--- config.mk ---
export PLATFORM = sky130hd
export DESIGN_NAME = ascon_permutation_core
export DESIGN_NICKNAME = d
export VERILOG_FILES = /design/src/rtl/ascon_pkg.sv /design/src/rtl/ascon_round.sv /design/src/rtl/ascon_permutation_core.sv
export SDC_FILE = /design/constraint.sdc
export NUM_CORES = 2
export LEC_CHECK = 0
export CORE_ASPECT_RATIO = 2
export CORE_UTILIZATION = 30
export CTS_CLUSTER_SIZE = 28
export DETAILED_ROUTE_END_ITERATION = 10
export HOLD_SLACK_MARGIN = 0.03
export PLACE_DENSITY_LB_ADDON = 0.25
export SETUP_SLACK_MARGIN = 0.02
export SLEW_MARGIN = 20
export SYNTH_ARGS = -nofsm -noshare
export SYNTH_HDL_FRONTEND = slang
export SYNTH_SLANG_ARGS = --single-unit
--- constraint.sdc ---
create_clock -name clk_i -period 3 [get_ports clk_i]
set_clock_uncertainty 0.05 [all_clocks]
set_input_delay 0.6 -clock clk_i [delete_from_list [all_inputs] [get_ports clk_i]]
set_output_delay 0.6 -clock clk_i [all_outputs]
set_load 0.02 [all_outputs]
--- src/rtl/ascon_pkg.sv ---
// Shared types and helpers for the Ascon permutation core and its round datapath.
package ascon_pkg;

  localparam int ASCON_MAX_ROUNDS = 12;

  // x0 is word [0], x4 is word [4]
  typedef logic [4:0][63:0] ascon_state_t;
  typedef logic [3:0]       rnd_t;
  typedef logic [3:0]       rounds_t;

  typedef enum logic [1:0] {IDLE, RUN, DONE} perm_fsm_t;

  // Round constant derived arithmetically from the round index: {~i, i}
  function automatic logic [7:0] ascon_rc(input rnd_t i);
    return {~i, i};
  endfunction

endpackage

--- src/rtl/ascon_round.sv ---
// One combinational Ascon round: constant addition, 5-bit S-box layer, linear diffusion.
module ascon_round
  import ascon_pkg::*;
(
  input  logic         en_i,
  input  rnd_t         rnd_i,
  input  ascon_state_t state_i,
  output ascon_state_t state_o
);

  function automatic logic [63:0] rotr(input logic [63:0] x, input int unsigned n);
    return (x >> n) | (x << (64 - n));
  endfunction

  logic [63:0] w_x0, w_x1, w_x2, w_x3, w_x4;
  logic [63:0] w_t0, w_t1, w_t2, w_t3, w_t4;

  always_comb begin
    w_x0 = state_i[0];
    w_x1 = state_i[1];
    w_x2 = state_i[2] ^ {56'd0, ascon_rc(rnd_i)};
    w_x3 = state_i[3];
    w_x4 = state_i[4];
    // bitsliced S-box
    w_x0 = w_x0 ^ w_x4;
    w_x4 = w_x4 ^ w_x3;
    w_x2 = w_x2 ^ w_x1;
    w_t0 = ~w_x0 & w_x1;
    w_t1 = ~w_x1 & w_x2;
    w_t2 = ~w_x2 & w_x3;
    w_t3 = ~w_x3 & w_x4;
    w_t4 = ~w_x4 & w_x0;
    w_x0 = w_x0 ^ w_t1;
    w_x1 = w_x1 ^ w_t2;
    w_x2 = w_x2 ^ w_t3;
    w_x3 = w_x3 ^ w_t4;
    w_x4 = w_x4 ^ w_t0;
    w_x1 = w_x1 ^ w_x0;
    w_x0 = w_x0 ^ w_x4;
    w_x3 = w_x3 ^ w_x2;
    w_x2 = ~w_x2;

    state_o[0] = w_x0 ^ rotr(w_x0, 19) ^ rotr(w_x0, 28);
    state_o[1] = w_x1 ^ rotr(w_x1, 61) ^ rotr(w_x1, 39);
    state_o[2] = w_x2 ^ rotr(w_x2, 1)  ^ rotr(w_x2, 6);
    state_o[3] = w_x3 ^ rotr(w_x3, 10) ^ rotr(w_x3, 17);
    state_o[4] = w_x4 ^ rotr(w_x4, 7)  ^ rotr(w_x4, 41);
    if (!en_i) state_o = state_i;
  end

endmodule

--- src/rtl/ascon_permutation_core.sv ---
// Iterative Ascon p^nr engine, UNROLL rounds per clock, valid/ready on both sides.
// Define ASCON_PERM_ZEROIZE_EN to clear the state register when a result is consumed.
module ascon_permutation_core
  import ascon_pkg::*;
#(
  parameter int UNROLL     = 1,
  parameter int MAX_ROUNDS = ASCON_MAX_ROUNDS
) (
  input  logic         clk_i,
  input  logic         rst_ni,
  input  logic         valid_i,
  output logic         ready_o,
  input  rounds_t      rounds_i,
  input  ascon_state_t state_i,
  output logic         valid_o,
  input  logic         ready_i,
  output ascon_state_t state_o,
  output logic         busy_o
);

  perm_fsm_t    r_fsm;
  ascon_state_t r_state;
  rnd_t         r_rnd;
  rounds_t      r_rem;
  logic         r_ready;
  logic         r_valid;
  logic         r_busy;

  ascon_state_t w_chain [UNROLL+1];
  rounds_t      w_nr_eff;
  rounds_t      w_k;
  logic         w_last;

  assign w_chain[0] = r_state;

  // Stages at or beyond the remaining count pass the state through untouched
  for (genvar g = 0; g < UNROLL; g++) begin : g_round
    logic w_en;
    rnd_t w_rnd;
    assign w_en  = (r_fsm == RUN) && (rounds_t'(g) < r_rem);
    assign w_rnd = r_rnd + rnd_t'(g);
    ascon_round u_round (
      .en_i    (w_en),
      .rnd_i   (w_rnd),
      .state_i (w_chain[g]),
      .state_o (w_chain[g+1])
    );
  end

  assign w_nr_eff = (rounds_i > rounds_t'(MAX_ROUNDS)) ? rounds_t'(MAX_ROUNDS) : rounds_i;
  assign w_last   = (r_rem <= rounds_t'(UNROLL));
  assign w_k      = w_last ? r_rem : rounds_t'(UNROLL);

  always_ff @(posedge clk_i or negedge rst_ni) begin
    if (!rst_ni) begin
      r_fsm   <= IDLE;
      r_state <= '0;
      r_rnd   <= '0;
      r_rem   <= '0;
      r_ready <= 1'b1;
      r_valid <= 1'b0;
      r_busy  <= 1'b0;
    end else begin
      case (r_fsm)
        IDLE: begin
          if (valid_i && r_ready) begin
            r_state <= state_i;
            r_rnd   <= rnd_t'(MAX_ROUNDS) - w_nr_eff;
            r_rem   <= w_nr_eff;
            r_ready <= 1'b0;
            if (w_nr_eff == '0) begin
              r_fsm   <= DONE;
              r_valid <= 1'b1;
            end else begin
              r_fsm  <= RUN;
              r_busy <= 1'b1;
            end
          end
        end
        RUN: begin
          r_state <= w_chain[UNROLL];
          r_rem   <= r_rem - w_k;
          r_rnd   <= r_rnd + w_k;
          if (w_last) begin
            r_fsm   <= DONE;
            r_busy  <= 1'b0;
            r_valid <= 1'b1;
          end
        end
        DONE: begin
          // ready_o only returns after this edge, so no same-cycle re-accept
          if (ready_i) begin
            r_fsm   <= IDLE;
            r_valid <= 1'b0;
            r_ready <= 1'b1;
`ifdef ASCON_PERM_ZEROIZE_EN
            r_state <= '0;
`endif
          end
        end
        default: r_fsm <= IDLE;
      endcase
    end
  end

  assign ready_o = r_ready;
  assign valid_o = r_valid;
  assign busy_o  = r_busy;
  assign state_o = r_state;

  always_ff @(posedge clk_i) begin
    if (rst_ni) begin
      a_rnd_range: assert (r_rnd <= rnd_t'(MAX_ROUNDS));
      if (valid_i && r_ready) begin
        a_rounds_known: assert (!$isunknown(rounds_i));
      end
    end
  end

endmodule

==> flow_summary_export.csv <==
group,metric,value,unit
status,status,"finished clean",
power,p_leak,0.02287,µW
critical_path,critPathRequiredTime,2.35,ns
sta,fin_crit_sh,91.72,%
logic_synthesis,synth_flop_cell,"dfrtp_1",
clock_network,cts_buffer_depth,3,
logic_synthesis,syn-cell-area,33410,µm²
final_layout,fillers,10900,
floorplan,die_w,238.0,µm
global_route,grt_pass1_wl,274600,µm
final_layout,final_cells,5891,
global_route,grt_max_degree,92,
final_layout,final_cell_mix,"649 x clkdlybuf4s50_1, 402 x buf_4, 332 x dfrtp_1",
floorplan,die_y,473.9,µm
global_route,grt_use_met3,6.242,%
clock_network,cts_tree,"yes",
clock_network,ctsResizeCount,0,
logic_synthesis,ys_warn_count,0,
global_route,grt-ovfl-total,0,
final_layout,layout_commonest_cell,"clkdlybuf4s50_1",
logic_synthesis,synth_top_family_by_area,"XOR/XNOR gates",
critical_path,worstReg2RegStart,"r_rnd[1]$_DFFE_PN0P_",
placed_design,hpwlAfterDp,173500,µm
logic_synthesis,synth-simple-area-share,13.78,%
placed_design,port_buffers,650,
critical_path,worstPathMaxFanout,4,
sta,grt_setup_unrepaired,"no",
critical_path,end_kind,"output pin",
final_layout,syn_to_final_growth,38.10,%
logic_synthesis,seq_area_frac_synth,24.95,%
critical_path,r2r_cells,6,
global_route,grt_usage,36.35,%
floorplan,core,110200,µm²
floorplan,initial_core_util,30.32,%
drt,postRouteAntennaNets,0,
clock_network,h-tree-depth,2,
drt,wirelength,207900,µm
critical_path,cp_slowest_cell,"clkdlybuf4s50_1",
sta,drv_slew,0,
logic_synthesis,synth_mux_area_share,0.9588,%
global_route,grt_pass1_vias,31830,
critical_path,crit_path_start,"state_o[112]$_DFFE_PN0P_",
power,powerDensity,232.5,nW/µm²
floorplan,io_pins,651,
clock_network,root_buffer,"clkbuf_16",
final_layout,final_layout_size_suffix_gt1_share,14.12,%
job,cap_violations,0,
sta,hold_viol_final,0,
min_path,hold_class,"in -> async",
logic_synthesis,async_flop_share,100.0,%
clock_network,clk-insertion-delay-late,0.64,ns
logic_synthesis,synth_edf_count,0,
global_route,antenna_found_initial,14,
global_route,met2_usage,58.21,%
global_route,top_usage_layer,"met2",
power,max-vdd-ir-drop,0.4711,mV
drt,num_vias,32420,
placed_design,dpl.cell_count,5804,
logic_synthesis,yosys.area_share.adder,6.858,%
floorplan,die_area,112800,µm²
sta,setup_viol,0,
placed_design,gp_congestion,1.078,
sta,layout_min_cycle_time,2.752,ns
clock_network,path_clk_slew,0.08,ns
final_layout,nets,4829,
sta,worstMarginPinSlew,1.026,ns
logic_synthesis,synth_compound_area_share,14.32,%
logic_synthesis,synthXorXnorAreaFrac,34.92,%
floorplan,fp-row-count,172,
logic_synthesis,ys_ff_latch,333,
critical_path,cp_cell_sequence,"buf_4 > clkdlybuf4s50_1",
global_route,grt_use_met1,40.58,%
sta,fmax,0.3634,GHz
drt,first_iter_violations,3025,
critical_path,critPathMaxStageDelay,0.66,ns
clock_network,clock-sinks,333,
logic_synthesis,postSynthCellCount,3391,
critical_path,arrival,2.10,ns
drt,wire_per_inst,35.30,µm
critical_path,path_class,"reg -> out",
drt,firstDrtPassIters,6,
sta,max-slew-margin-rel,30.86,%
clock_network,numCtsBuffers,39,
logic_synthesis,synth.distinct_cells,63,
logic_synthesis,syn_area_per_cell,9.852,µm²
drt,route.detailed.drc,0,
critical_path,start_kind,"flip-flop",
sta,setup_tns,0,ns
drt,via_per_inst,5.504,
state kept, by name (all words and copies together) (netlist names):
register,cells
state_o,320
valid_o,1
r_fsm,2
ready_o,1
busy_o,1
r_rem,4
r_rnd,4
synth_stat cells (32+ instances only):
master	count	area [µm²]
a21o_1	69	518.0
xnor3_1	234	5270
or2_2	54	337.8
xnor2_1	331	2899
xor3_1	58	1379
buf_2	40	200.2
inv_1	191	716.9
mux2i_1	32	320.3
nand2_1	211	792.0
a21boi_0	32	240.2
o21ai_0	166	830.8
a21oi_1	231	1156
nand3_1	173	865.8
nor3_1	45	225.2
nor2_1	124	465.5
a211oi_1	47	352.8
o211ai_1	75	563.0
maj3_1	46	460.4
nand3b_1	45	337.8
and3_1	189	1182
dfrtp_1	332	8308
clkbuf_1	79	296.5
ha_1	133	1664
o221ai_1	75	656.9
xor2_1	175	1533
routing by layer:
metal,wire (µm),part of all wire [%],vias up
met2,93880,45,1714
li1,-,-,14000
met3,13980,6.7,503
met5,97,0.047,-
met4,24270,12,16
met1,75690,36,16190
critical path, delay by kind of cell (launching register included):
family	cells	cell delay, ns
flip-flops	1	0.55
buffers and inverters	2	0.94
final cells by class:
| cell class | count | area (µm²) | share of cell area, % |
|---|---|---|---|
| antenna | 15 | 37.54 | 0.08136 |
| multi-input combinational | 2722 | 23770 | 51.52 |
| tap | 1479 | 1851 | 4.011 |
| inverter | 193 | 724.4 | 1.570 |
| clock inverter | 20 | 257.7 | 0.5587 |
| clock buffer | 51 | 1124 | 2.435 |
| timing repair buffer | 1078 | 10040 | 21.76 |
| sequential | 333 | 8334 | 18.06 |
power breakdown:
group	internal [µW]	leakage [µW]	switching [µW]	total (µW)
clock	3100	0.000670	2420	5520
sequential	4490	0.00342	1.55	4490
combinational	439	0.0188	280	719
total	8020	0.0229	2700	10700
repair_timing:
| item | in CTS | in global routing |
|---|---|---|
| hold buffers | 1 | 0 |
| setup buffers | 0 | 0 |
| endpoints found under the hold margin | 24 | 0 |
through the flow:
step                util, %  worst slack [ns]  total power, µW  instance area [µm²]  hold WS, ns
finish                41.87            0.2484            10730                46140       0.4115
global route          41.87            0.1800            10910                46130       0.4450
floorplan                 -            0.7068             4643                33410       0.2544
CTS                   41.84            0.2592            10770                46100       0.4113
global placement      40.58            0.2673             5296                44710       0.4389
detailed placement    40.58            0.2205             5291                44710       0.4342
kinds of logic after synthesis:
family	count (synthesis)
AO/OA/AOI/OAI	759
AND/OR/NAND/NOR	901
buffers and inverters	337
adder cells (fa/ha/maj)	193
XOR/XNOR	834
multiplexers	32
flip-flops	333
other	2
worst paths after layout:
kind | end | slack (ns)
worst min-delay path | state_o[224]$_DFFE_PN0P_ | 0.41
max in group asynchronous | state_o[141]$_DFFE_PN0P_ | 1.56
worst min register to register | ready_o$_DFFE_PN1P_ | 0.44
worst max register to register | state_o[5]$_DFFE_PN0P_ | 0.26
worst max-delay path | state_o[112] | 0.25
min in group clk_i | ready_o$_DFFE_PN1P_ | 0.44
(Power assumes the default switching activity.)
